**config.mk**
```make
export PLATFORM = sky130hd
export DESIGN_NAME = stage_sequencer
export DESIGN_NICKNAME = d
export VERILOG_FILES = /design/src/rtl/stage_sequencer_pkg.sv /design/src/rtl/stage_sequencer_sat_counter.sv /design/src/rtl/stage_sequencer.sv
export SDC_FILE = /design/constraint.sdc
export NUM_CORES = 1
export LEC_CHECK = 0
export CORE_MARGIN = 1.5
export CORE_UTILIZATION = 30
export DETAILED_ROUTE_END_ITERATION = 6
export GPL_ROUTABILITY_DRIVEN = 0
export SLEW_MARGIN = 20
export SYNTH_ARGS = -nofsm -noshare
export SYNTH_HDL_FRONTEND = slang
export SYNTH_HIERARCHICAL = 1
export SYNTH_SLANG_ARGS = --single-unit
```
**constraint.sdc**
```tcl
create_clock -name clk -period 3.68 [get_ports clk]
set_clock_uncertainty 0.05 [all_clocks]
set_input_delay 0.736 -clock clk [delete_from_list [all_inputs] [get_ports clk]]
set_output_delay 0.736 -clock clk [all_outputs]
set_load 0.01 [all_outputs]
```
**src/rtl/stage_sequencer_pkg.sv**
```systemverilog
// ============================================================================
// Module      : stage_sequencer_pkg
// Description : Shared stage codes and state encodings for the core sequencer.
// Revision    : 1.0 - initial release
// ============================================================================
`default_nettype none

package stage_sequencer_pkg;

   typedef logic [1:0] stage_t;

   // Stage codes must match the control unit decode.
   localparam stage_t STAGE_LOAD    = 2'b00;
   localparam stage_t STAGE_FETCH   = 2'b01;
   localparam stage_t STAGE_DECODE  = 2'b10;
   localparam stage_t STAGE_EXECUTE = 2'b11;

   localparam logic [2:0] ST_IDLE    = 3'd0;
   localparam logic [2:0] ST_LOAD    = 3'd1;
   localparam logic [2:0] ST_FETCH   = 3'd2;
   localparam logic [2:0] ST_DECODE  = 3'd3;
   localparam logic [2:0] ST_EXECUTE = 3'd4;
   localparam logic [2:0] ST_HALT    = 3'd5;

   localparam int DEF_ADDR_W  = 8;
   localparam int DEF_INSTR_W = 12;
   localparam int DEF_CNT_W   = 16;

   function automatic stage_t stage_of(input logic [2:0] st);
      stage_t s;
      case (st)
         ST_FETCH:   s = STAGE_FETCH;
         ST_DECODE:  s = STAGE_DECODE;
         ST_EXECUTE: s = STAGE_EXECUTE;
         default:    s = STAGE_LOAD;
      endcase
      return s;
   endfunction

endpackage

`default_nettype wire

```
**src/rtl/stage_sequencer_sat_counter.sv**
```systemverilog
// ============================================================================
// Module      : sat_counter
// Description : Up-counter with synchronous clear that sticks at all-ones.
// Revision    : 1.0 - initial release
// ============================================================================
`default_nettype none

module sat_counter #(
   parameter int WIDTH = 16
) (
   input  logic             clk,
   input  logic             clear,
   input  logic             inc,
   output logic [WIDTH-1:0] count
);

   always_ff @(posedge clk) begin
      if (clear) begin
         count <= '0;
      end else if (inc && (count != {WIDTH{1'b1}})) begin
         count <= count + 1'b1;
      end
   end

endmodule

`default_nettype wire

```
**src/rtl/stage_sequencer.sv**
```systemverilog
// ============================================================================
// Module      : stage_sequencer
// Description : Core state machine, program loader and retired-instruction
//               counter for the 12-bit RISC core. Optional macro
//               SINGLE_STEP_EN adds the step port for single-instruction runs.
// Revision    : 1.0 - initial release
// ============================================================================
`default_nettype none

module stage_sequencer
   import stage_sequencer_pkg::*;
#(
   parameter int ADDR_W  = DEF_ADDR_W,
   parameter int INSTR_W = DEF_INSTR_W,
   parameter int CNT_W   = DEF_CNT_W
) (
   input  logic               clk,
   input  logic               rst,
   input  logic               load_start,
   input  logic               run_start,
   input  logic               halt_req,
   input  logic               ld_valid,
   output logic               ld_ready,
   input  logic [INSTR_W-1:0] ld_data,
   input  logic               ld_last,
   output logic [1:0]         stage,
   output logic               core_en,
   output logic               pmem_we,
   output logic [ADDR_W-1:0]  pmem_addr,
   output logic [INSTR_W-1:0] pmem_wdata,
   output logic [ADDR_W:0]    prog_len,
   output logic [CNT_W-1:0]   instr_cnt,
   output logic               halted
`ifdef SINGLE_STEP_EN
   ,
   input  logic               step
`endif
);

   logic [2:0]        state;
   logic [ADDR_W-1:0] ld_cnt;
   logic              hs;
   logic              ld_end;
   logic              step_go;
   logic              step_mode;

   assign ld_ready   = (state == ST_LOAD);
   assign hs         = ld_valid & ld_ready;
   assign ld_end     = hs & (ld_last | (ld_cnt == {ADDR_W{1'b1}}));
   assign pmem_we    = hs;
   assign pmem_addr  = ld_cnt;
   assign pmem_wdata = ld_data;
   assign stage      = stage_of(state);
   assign core_en    = (state == ST_LOAD) | (state == ST_FETCH) |
                       (state == ST_DECODE) | (state == ST_EXECUTE);
   assign halted     = (state == ST_HALT);

`ifdef SINGLE_STEP_EN
   // run_start outranks step, even when run_start itself is blocked by halt_req.
   assign step_go = (state == ST_HALT) & ~load_start & ~run_start & step;

   always_ff @(posedge clk) begin
      if (rst) begin
         step_mode <= 1'b0;
      end else if (step_go) begin
         step_mode <= 1'b1;
      end else if (state == ST_EXECUTE) begin
         step_mode <= 1'b0;
      end
   end
`else
   assign step_go   = 1'b0;
   assign step_mode = 1'b0;
`endif

   always_ff @(posedge clk) begin
      if (rst) begin
         state    <= ST_IDLE;
         ld_cnt   <= '0;
         prog_len <= '0;
      end else begin
         case (state)
            ST_IDLE: begin
               if (load_start) begin
                  state  <= ST_LOAD;
                  ld_cnt <= '0;
               end else if (run_start) begin
                  state <= ST_FETCH;
               end
            end
            ST_LOAD: begin
               if (ld_end) begin
                  prog_len <= {1'b0, ld_cnt} + 1'b1;
                  ld_cnt   <= '0;
                  state    <= ST_FETCH;
               end else if (hs) begin
                  ld_cnt <= ld_cnt + 1'b1;
               end
            end
            ST_FETCH:   state <= ST_DECODE;
            ST_DECODE:  state <= ST_EXECUTE;
            ST_EXECUTE: state <= (halt_req | step_mode) ? ST_HALT : ST_FETCH;
            ST_HALT: begin
               if (load_start) begin
                  state  <= ST_LOAD;
                  ld_cnt <= '0;
               end else if (run_start & ~halt_req) begin
                  state <= ST_FETCH;
               end else if (step_go) begin
                  state <= ST_FETCH;
               end
            end
            default: state <= ST_IDLE;
         endcase
      end
   end

   sat_counter #(
      .WIDTH (CNT_W)
   ) u_instr_cnt (
      .clk   (clk),
      .clear (rst),
      .inc   (state == ST_EXECUTE),
      .count (instr_cnt)
   );

endmodule

`default_nettype wire

```
======== Yosys cells after proc, flatten, opt, wreduce, memory -nomap -nowiden ========
Cells that the tools add are included.
storage, ports and cells
  register bits ........................... 36
  bits in latches ......................... 0
  RAM bits ................................ 0
  ROM bits ................................ 0
  input bits .............................. 19
  output and inout bits ................... 51
  word-level logic and storage cells ...... 46
  memories ................................ 0
cells by class
  add/sub/neg operators ................... 3
  $mul .................................... 0
  div/mod/pow operators ................... 0
  magnitude comparators ................... 0
  equal/unequal tests ..................... 12
  shift operators ......................... 0
  multiplexer cells ....................... 12
  bitwise operators ....................... 8
  reduce and logical (&&, ||, !) cells .... 7
operators with widths
  cell                                                                      count
  8-bit 2-to-1 mux                                                          3
  3-bit 2-to-1 mux                                                          6
  3-bit one-hot mux with 6 select lines                                     1
  16-bit by 1-bit adder with 16-bit output (second input constant)          1
  16-bit inequality test (second input constant)                            1
  8-bit one-hot mux with 2 select lines                                     1
  8-bit by 1-bit adder with 9-bit output (second input constant)            1
  8-bit by 1-bit adder with 8-bit output (second input constant)            1
  8-bit equality test (second input constant)                               1
  3-bit by 2-bit equality test with 1-bit output (second input constant)    2
  3-bit equality test (second input constant)                               2
  2-bit one-hot mux with 3 select lines                                     1
  3-bit AND reduction                                                       2
  2-bit by 1-bit inequality test with 1-bit output (second input constant)  2
  1-bit bitwise OR                                                          4
  1-bit AND                                                                 3
  3-bit by 1-bit equality test with 1-bit output (second input constant)    1
  3-bit zero test                                                           1
  3-bit by 1-bit inequality test with 1-bit output (second input constant)  1
  3-bit by 2-bit inequality test with 1-bit output (second input constant)  1
  3-bit inequality test (second input constant)                             1
  2-bit AND reduction                                                       1
  2-bit nonzero test                                                        1
  2-bit OR reduction                                                        1
  other kinds (2)                                                           2

======== Depth between registers and ports, before layout ========
Gate-level depths: netlist of run 1.
  depth in word-level cells ............... 5
  mapped depth ............................ 7
  depth with buffers taken out ............ 6

======== By module ========
The synthesis of run 1 kept the hierarchy.
by module, submodules not included
  module           instances  cells each  area an instance (sq um)  sequential area each (sq um)
  stage_sequencer  1          136         1156.1                    400.4
  sat_counter      1          99          848.3                     320.3

======== Worst setup path before layout of run 1 ========
Ideal clock, no wire load.
  kind .................................... in2out
  from .................................... input ld_valid
  to ...................................... output pmem_we
  arrival time ............................ 1249 ps
  required time ........................... 2894 ps
  setup slack ............................. 1645 ps
  stages on the path ...................... 3
  buffers on the path ..................... 1
  cells stage by stage .................... nand4bb_1 inv_1 buf_2
on the way
  longest elaborated chain between the ends .. 1
RTL lines
  element      RTL line               text
  from (decl)  stage_sequencer.sv:22  input logic ld_valid,
  1-bit AND    stage_sequencer.sv:48  assign hs = ld_valid & ld_ready;
  to (decl)    stage_sequencer.sv:28  output logic pmem_we,
Every way passes these cells.

======== Final worst setup path of run 1 ========
  from .................................... register state[2]
  to ...................................... output stage[1]
on the way
  longest elaborated chain between the ends .. 2
  elaborated cells between the ends (all ways) .. 4
  classes of those cells .................. eq/ne: 3; mux: 1
RTL lines
  element                                                                                       RTL line                   text
  from (decl)                                                                                   stage_sequencer.sv:40      logic [2:0] state;
  from (signal assigned)                                                                        stage_sequencer.sv:102     ST_EXECUTE: state <= (halt_req | step_mode) ? ST_HALT : ST_FETCH;
  3-bit equality test / 3-bit by 2-bit equality test with 1-bit output (equally long branches)  stage_sequencer_pkg.sv:31  case (st)
  2-bit one-hot mux with 3 select lines *                                                       stage_sequencer_pkg.sv:31
  to (decl)                                                                                     stage_sequencer.sv:26      output logic [1:0] stage,
Every way passes the cells marked *; elsewhere a longest branch is shown, timed or not.

==> results of run 1 <==
flip-flops by register name, indices dropped and copies added, names as in the netlist:
register,flops
u_instr_cnt/count,16
prog_len,9
pmem_addr,8
state,3
cells in the mapped netlist, drive strengths merged, types with 2 or more instances:
| cell type | instances | area [sq um] |
|---|---|---|
| a211oi | 9 | 67.56 |
| a21oi | 26 | 130.1 |
| a22oi | 2 | 15.01 |
| a31oi | 3 | 18.77 |
| and3 | 3 | 18.77 |
| and4 | 4 | 35.03 |
| buf | 18 | 131.4 |
| clkbuf | 5 | 18.77 |
| dfxtp | 36 | 720.7 |
| ha | 2 | 25.02 |
| inv | 6 | 22.52 |
| mux2i | 2 | 20.02 |
| nand2 | 14 | 55.06 |
| nand2b | 7 | 43.79 |
| nand3 | 12 | 60.06 |
| nand4 | 5 | 46.29 |
| nor2 | 14 | 52.55 |
| nor2b | 3 | 18.77 |
| nor3 | 6 | 30.03 |
| nor4 | 3 | 33.78 |
| o21a | 2 | 15.01 |
| o21ai | 9 | 45.04 |
| o2bb2ai | 2 | 17.52 |
| o31ai | 7 | 52.55 |
| or3 | 3 | 18.77 |
| or4 | 7 | 52.55 |
| xnor2 | 7 | 61.31 |
| xor2 | 2 | 17.52 |
metrics by stage:
step                 power, W  cell area [sq um]  hold slack, ps
floorplan           0.0005177               2004           426.1
global placement    0.0005658               2416           393.9
detailed placement  0.0005672               2416           400.1
CTS                 0.0009157               2524           410.4
global route        0.0009489               2524           442.6
finish              0.0009017               2524           403.3
cell type report:
type / count / area, sq um
timing repair buffer: 47 / 465.4
sequential: 36 / 720.7
fill: 670 / 3862
clock inverter: 2 / 35.03
inverter: 6 / 22.52
multi-input combinational: 170 / 1111
clock buffer: 6 / 72.57
tap: 77 / 96.34
layer usage:
| layer | track usage, % | up-vias | part of all wire [%] |
|---|---|---|---|
| met2 | 22.01 | 48 | 44 |
| li1 | - | 929 | - |
| met1 | 18.69 | 865 | 50 |
| met5 | 0 | - | 0 |
| met3 | 3.736 | 2 | 5.5 |
| met4 | 4.399 | 0 | 0.56 |
worst max-delay path: cells and delay by family (launching register included):
family / cells / cell delay, ps
AND/OR/NAND/NOR: 2 / 600
buffers and inverters: 1 / 550
flip-flops: 1 / 530
AO/OA/AOI/OAI: 1 / 180
report_power, final:
| group | switching (W) | internal (W) |
|---|---|---|
| sequential | 0.0000183 | 0.000401 |
| clock | 0.000143 | 0.000201 |
| combinational | 0.0000686 | 0.0000696 |
| total | 0.000230 | 0.000672 |
kinds of logic after synthesis:
family / synth area share, %
multiplexers: 1.561
adder cells (fa/ha/maj): 1.248
buffers and inverters: 8.614
XOR/XNOR: 3.933
AND/OR/NAND/NOR: 24.97
AO/OA/AOI/OAI: 23.72
flip-flops: 35.95
how the worst max path moves through the flow:
stage | start | end | cells after the start
3_5_place_dp | ld_valid | pmem_we | 4
2_1_floorplan | ld_valid | pmem_we | 3
3_3_place_gp | ld_valid | pmem_we | 4
4_1_cts | state[2]$_SDFFE_PP0P_ | stage[1] | 4
6_report | state[2]$_SDFFE_PP0P_ | stage[1] | 4
5_1_grt | state[2]$_SDFFE_PP0P_ | stage[1] | 4
==> impl_metrics.json, run 1 <==
{
  "worstReg2RegStart": "state[2]$_SDFFE_PP0P_",
  "final.setup.worst_slack_ps": 747.0,
  "vdd_ir_drop_max_mv": 0.2049,
  "buffer_ports.inserted": 45,
  "start_util_pct": 31.39,
  "r2r_cells": 5,
  "worstSetupEndpointType": "output pin",
  "detail_route.drc_violations": 0,
  "placedCellCount": 336,
  "post-cts-setup-buffer-count": 0,
  "totalWireLength_um": 4818,
  "synth-edff-count": 0,
  "timing.fmax_ghz": 0.3409,
  "cts.path.max_buffers": 2,
  "rrSetupSlack_ps": 1310,
  "cts_max_level": 2,
  "grt_antenna_before_repair": 0,
  "antenna_cells": 0,
  "grt_pass1_wl_um": 8169,
  "final_util_pct": 39.52,
  "syn-instance-count": 235,
  "worstPathCellList": "nand2b_1 -> nor2_1 -> o21bai_1 -> clkdlybuf4s50_1",
  "grt.overflow.total": 0,
  "most-common-layout-cells": "45 x clkdlybuf4s50_1, 36 x dfxtp_1, 26 x a21oi_1",
  "setup_tns_after_final_layout_ps": 0,
  "clk_latency_ps": 290,
  "ratio_of_final_minimum_period_to_clock_period_pct": 79.70,
  "syn_area_per_cell_sq_um": 8.529,
  "hold_start": "prog_len[8]$_SDFFE_PP0P_",
  "synth_cell_type_count": 50,
  "antenna_left": 0,
  "drive_above_1_share_pct": 6.742,
  "cts.repair.resized": 0,
  "layout-area-overhead-vs-synth_pct": 25.91,
  "vias_per_cell": 5.360,
  "fp.dieArea_sq_um": 7181,
  "tritoncts": "built",
  "globalRouteTotalUtil_pct": 13.98,
  "clock_sink_count": 36,
  "postSynthNetCount": 256,
  "clk_transition_reported_paths_ps": 70,
  "clock-root-buffer": "clkbuf_8",
  "ys_ff_latch": 36,
  "rsz0062_at_grt": "false",
  "most_common_cell_after_layout_fill_and_taps_aside": "clkdlybuf4s50_1",
  "route.vias.total": 1844,
  "routed_wire_length_per_instance_um": 14.01,
  "critical_path_class": "reg2out",
  "setup-violations-final": 0,
  "place_ws_ps": 756.4,
  "design.core.area_sq_um": 6386,
  "finalHoldViolCount": 0,
  "die_w_um": 84.74,
  "crit_path_max_incr_delay_ps": 550,
  "worst_setup_path_start_kind": "register",
  "power.leakage_nw": 0.8020,
  "worst_slew_pin_slew_ps": 818.7,
  "count_of_standard_cell_rows": 29,
  "cts_inserted_buffers": 5,
  "timing.max_slew.rel_slack_pct": 45.01,
  "arrival_ps": 2150,
  "critical-path-slowest-cell": "clkdlybuf4s50_1",
  "chipHeight_um": 84.74,
  "final_nets": 287,
  "slew_violations": 0,
  "period_minus_slack_ps": 2933,
  "hold_path_class": "reg2reg",
  "cell_depth_of_the_worst_hold_path": 2,
  "critical_register_to_register_path_endpoint": "u_instr_cnt/count[11]$_SDFFE_PP0P_",
  "outcome": "complete, no violations",
  "dominantRegCellSynth": "dfxtp_1",
  "synth-async-reset-ratio_pct": 0,
  "io_pins": 70,
  "grt_max_degree": 28,
  "crit_required_ps": 2890,
  "end_point_of_the_most_critical_hold_path": "prog_len[8]$_SDFFE_PP0P_",
  "post_layout_nonfiller_instances": 344,
  "cts_hold_buf": 0,
  "yosys_warnings": 6,
  "worst-path-max-fanout": 11,
  "drt_iter0_drc": 47,
  "seq_area_frac_synth_pct": 35.96,
  "synth.cell_area_sq_um": 2004,
  "drt_pass1_iterations": 4,
  "timing.max_cap.violations": 0,
  "first_global_vias": 1731,
  "hpwl_um": 3378,
  "power_density_nw_per_um2": 357.3
}
Power figures use the tool's default switching activity.
==> run 2: changes to the inputs <==
- clock period: 3.68 -> 3 ns (I/O delays scaled with it)
==> impl_metrics.json, run 2 (synthesized netlist as in run 1, its figures left out) <==
{
  "drt_pass1_iterations": 4,
  "largest_reg_flops": 16,
  "globalRouteTotalUtil_pct": 13.30,
  "worst_slew_pin_slew_ps": 636.0,
  "final_nets": 289,
  "fp.dieArea_sq_um": 7181,
  "setup-violations-final": 0,
  "cts_inserted_buffers": 5,
  "antenna_cells": 0,
  "worst_path_dominant_cell_family": "buffers and inverters",
  "placedCellCount": 338,
  "grt_antenna_before_repair": 0,
  "clk_latency_ps": 290,
  "largest_register": "u_instr_cnt/count",
  "timing.max_cap.violations": 0,
  "count_of_standard_cell_rows": 29,
  "finalHoldViolCount": 0,
  "worst_setup_path_start_kind": "primary input",
  "most_common_cell_after_layout_fill_and_taps_aside": "clkdlybuf4s50_1",
  "final.setup.worst_slack_ps": 341.3,
  "worstPathCellList": "clkdlybuf4s50_1 -> nand4bb_1 -> inv_1 -> clkdlybuf4s50_1",
  "cts.path.max_buffers": 2,
  "clock-root-buffer": "clkbuf_8",
  "critical_path_class": "in2out",
  "final.hold.worst_slack_ps": 406.6,
  "first_global_vias": 1601,
  "vias_per_cell": 5.246,
  "design.core.area_sq_um": 6386,
  "worst-path-max-fanout": 4,
  "ratio_of_final_minimum_period_to_clock_period_pct": 88.62,
  "post-cts-setup-buffer-count": 0,
  "clk_transition_reported_paths_ps": 80,
  "place_ws_ps": 336.4,
  "drt_iter0_drc": 64,
  "worstSetupEndpointType": "output pin",
  "detail_route.drc_violations": 0,
  "start_util_pct": 31.39,
  "post_layout_nonfiller_instances": 346,
  "timing.fmax_ghz": 0.3761,
  "hpwl_um": 3371,
  "cts_max_level": 2,
  "clock_sink_count": 36,
  "power.leakage_nw": 0.8119,
  "antenna_left": 0,
  "timing.max_slew.rel_slack_pct": 57.28,
  "period_minus_slack_ps": 2659,
  "cts.repair.resized": 0,
  "grt_pass1_wl_um": 7817,
  "path_buf_inv": 3,
  "route.vias.total": 1815,
  "arrival_ps": 2010,
  "hold_path_class": "reg2reg",
  "setup_tns_after_final_layout_ps": 0,
  "grt_max_degree": 20,
  "fill_cells": 661,
  "power_density_nw_per_um2": 438.8,
  "layout-area-overhead-vs-synth_pct": 26.84,
  "die_w_um": 84.74,
  "critical-path-slowest-cell": "clkdlybuf4s50_1",
  "cts_hold_buf": 0,
  "most-common-layout-cells": "45 x clkdlybuf4s50_1, 36 x dfxtp_1, 26 x a21oi_1",
  "vdd_ir_drop_max_mv": 0.2082,
  "outcome": "complete, no violations",
  "routed_wire_length_per_instance_um": 13.75,
  "slew_violations": 0,
  "drive_above_1_share_pct": 7.807,
  "totalWireLength_um": 4759,
  "crit_path_max_incr_delay_ps": 540,
  "crit_required_ps": 2350,
  "buffer_ports.inserted": 45,
  "grt.overflow.total": 0,
  "rsz0062_at_grt": "false",
  "chipHeight_um": 84.74,
  "final_util_pct": 39.81,
  "path_common_cell": "clkdlybuf4s50_1",
  "io_pins": 70,
  "tritoncts": "built"
}
==> run 2: worst reg2reg max path: stages (launching register included) <==
cell      delay, ps
dfxtp_1         540
nand2b_1        210
nor2_1          130
buf_4           160
nand2_1         220
nor4bb_1        400
mux2_2          370
==> run 2: stage by stage <==
step                      total power, W  instance area (sq um)
final                           0.001116                   2542
after global routing            0.001173                   2542
after CTS                       0.001128                   2542
after detailed placement       0.0006949                   2431
after global placement         0.0006952                   2431
after floorplan                0.0006351                   2004
==> run 2: cell type report <==
cell class	instances	area, sq um	share of cell area, %
Sequential cell	36	720.7	28.35
Inverter	6	22.52	0.8858
Multi-Input combinational cell	170	1111	43.70
Clock inverter	3	42.54	1.673
Tap cell	77	96.34	3.789
Clock buffer	5	68.82	2.707
Timing Repair Buffer	49	480.5	18.90
==> run 2: path summary, 6_finish.rpt <==
check	slack, ps	start	depth (start not counted)	endpoint
hold / removal	410	prog_len[8]$_SDFFE_PP0P_	2	prog_len[8]$_SDFFE_PP0P_
hold reg to reg	410	prog_len[8]$_SDFFE_PP0P_	2	prog_len[8]$_SDFFE_PP0P_
setup / recovery	340	ld_valid	4	pmem_we
setup reg to reg	810	state[2]$_SDFFE_PP0P_	6	u_instr_cnt/count[11]$_SDFFE_PP0P_
==> run 2: routing by layer <==
metal	share of wire (%)	up-vias	GRT usage, %
li1	-	931	-
met1	49	828	18.27
met2	44	49	20.63
met3	5.6	7	3.343
met4	1.2	0	3.959
met5	0	-	0
==> run 2: where the power goes <==
part           total [W]  switching [W]  internal [W]
clock network   0.000432       0.000186      0.000246
logic           0.000170      0.0000837     0.0000861
registers       0.000514      0.0000224      0.000492
total            0.00112       0.000292      0.000824
==> edit: new RTL, flow settings as in run 2 <==
Add a define of `SINGLE_STEP_EN`.
--- a/src/rtl/stage_sequencer.sv
+++ b/src/rtl/stage_sequencer.sv
@@ -6,6 +6,8 @@
 // Revision    : 1.0 - initial release
 // ============================================================================
 `default_nettype none
+
+`define SINGLE_STEP_EN
 
 module stage_sequencer
    import stage_sequencer_pkg::*;
Interface: changed (added step); port bits go from 70 to 71. The function was not compared with the original's and may differ.
==> edit against run 2 <==
Worst setup slack worse by 0.034 ns. Power about the same. Synthesized cell count is 8.5% higher. Utilization is 0.60 points lower. Final area increased by 6.0%. Largest cell class unchanged. Critical endpoint is now stage[1]. Wire length is 8.9% higher. First-iteration DRC count up 110%. Critical path depth unchanged. Die area up 6.9%. Synthesized area grew 7.2%. Final cell count is 11% higher. Non-clock buffer count grew 1. Sequential cell count rose by 1.
==> edit: results (changes against run 2) <==
Global routing
  – Number of global-route vias before repair: 1828 (was 1601)
  – GR Util All Layers: 14.0% (was 13.3%)
  – First-pass GRT wire length: 8.65 mm (was 7.82 mm)
  – Largest net degree at the start of global routing: 28 (was 20)
  – Met2 Usage GRT: 21.5% (was 20.6%)
  – Met3 Track Usage GR: 3.02% (was 3.34%)
  – GRT met1 Usage: 19.5% (was 18.3%)

Place
  – Placement Setup Slack: 0.471 ns (was 0.336 ns)
  – Half-perimeter wire length after placement: 3.56 mm (was 3.37 mm)
  – Area post-placement: 2600 um^2 (was 2430 um^2)
  – PortBufs: 46 (was 45)

Run status
  – Status: complete, no violations (unchanged)

Synthesis
  – Top cells by count, synth: 37 x dfxtp_1, 19 x a21oi_1, 19 x nand2_1 (was 36 x dfxtp_1, 26 x a21oi_1, 14 x nor2_1)
  – Top post-synthesis cells by area: dfxtp_1 34%, buf_4 5.2%, a21oi_1 4.4%, nand2_1 3.3%, nor2_1 2.8% (was dfxtp_1 36%, a21oi_1 6.5%, buf_4 4.5%, a211oi_1 3.4%, xnor2_1 3.1%)
  – Synth Area in Compound Gates: 21.8% (was 23.7%)
  – Post-synthesis sequential area ratio: 34.5% (was 36.0%)
  – Yosys warnings: 6 (unchanged)
  – Yosys cell types: 63 (was 50)
  – Mapped Nets: 277 (was 256)
  – Adder-cell area share of the yosys netlist: 1.16% (was 1.25%)
  – Mux cell area share after synthesis: 2.85% (was 1.56%)
  – Xor/xnor cell area share of the yosys netlist: 2.04% (was 3.93%)

Route
  – Routed len/inst: 13.5 um (was 13.8 um)
  – Vias/cell: 5.25 (about the same)
  – Initial DRC count: 135 (was 64)
  – DRT Pass-1 Iters: 4 (unchanged)

Min path
  – HP Class: reg -> reg (unchanged)

CTS
  – # H-tree levels: 2 (unchanged)
  – Later-pin clock latency in the skew report: 0.29 ns (about the same)
  – Resize count post-CTS: 0 (unchanged)

Finish
  – Fillers: 713 (was 661)
  – Layout cells sized above 1: 10.1% (was 7.81%)
  – Nets@finish: 308 (was 289)
  – Max reg flops: 16 (unchanged)
  – Multi-input gate area: 1200 um^2 (was 1110 um^2)

STA
  – Worst Tran Pin Value: 0.596 ns (was 0.636 ns)

Pwr
  – Peak supply drop: 0.000146 V (was 0.000208 V)
  – Static Leak: 0.886 nW (was 0.812 nW)

Worst setup path
  – Crit path DAT: 2.04 ns (was 2.01 ns)
  – Slowest-stage cell, CP: dfxtp_1 (was clkdlybuf4s50_1)
  – Crit path max fanout: 12 (was 4)
  – Crit-path max cell delay: 0.56 ns (was 0.54 ns)
edit: layer usage:
metal / part of all wire (%) / vias to the layer above / wire (um)
met3: 5.6 / 4 / 290
met4: 0.77 / 0 / 40
met2: 44 / 63 / 2260
li1: - / 999 / -
met5: 0 / - / 0
met1: 50 / 943 / 2590
edit: cell type report:
cell class	instances	area share (%)
sequential	37	27.5
inverter	10	1.39
tap	96	4.46
clock buffer	5	2.55
timing repair buffer	50	18.7
clock inverter	3	0.790
multi-input combinational	182	44.6
edit: where the power goes:
part / switching, mW / internal, mW / total [mW]
Combinational: 0.102 / 0.107 / 0.209
Clock: 0.197 / 0.165 / 0.362
Sequential: 0.0360 / 0.507 / 0.543
edit: logic make-up (layout without fill, tap and decap cells):
kind of cell,Yosys count,count (layout)
DFF,37,37
and+or+nand+nor,101,101
muxes,6,6
adders and majority gates,2,2
AOI/OAI and AO/OA,68,68
xor gates and xnor gates,5,5
buffers and inverters,36,68
edit: critical path, delay by kind of cell, from the launching register on:
kind	cells	cell delay, ns
AND/OR/NAND/NOR	2	0.48
buffers and inverters	2	0.70
flip-flops	1	0.56
edit: final timing paths:
check        cells after the start                     to  slack, ns         from
max                              4               stage[1]       0.31     state[2]
min                              2            prog_len[0]       0.42  prog_len[0]
max reg2reg                      6  u_instr_cnt/count[11]       0.67     state[2]
min reg2reg                      2            prog_len[0]       0.42  prog_len[0]
edit: per-stage QoR:
stage / instances / power [mW]
after floorplan: 255 / 0.695
after global placement: 375 / 0.763
after detailed placement: 375 / 0.762
after CTS: 383 / 1.13
after global routing: 383 / 1.18
final: 383 / 1.11
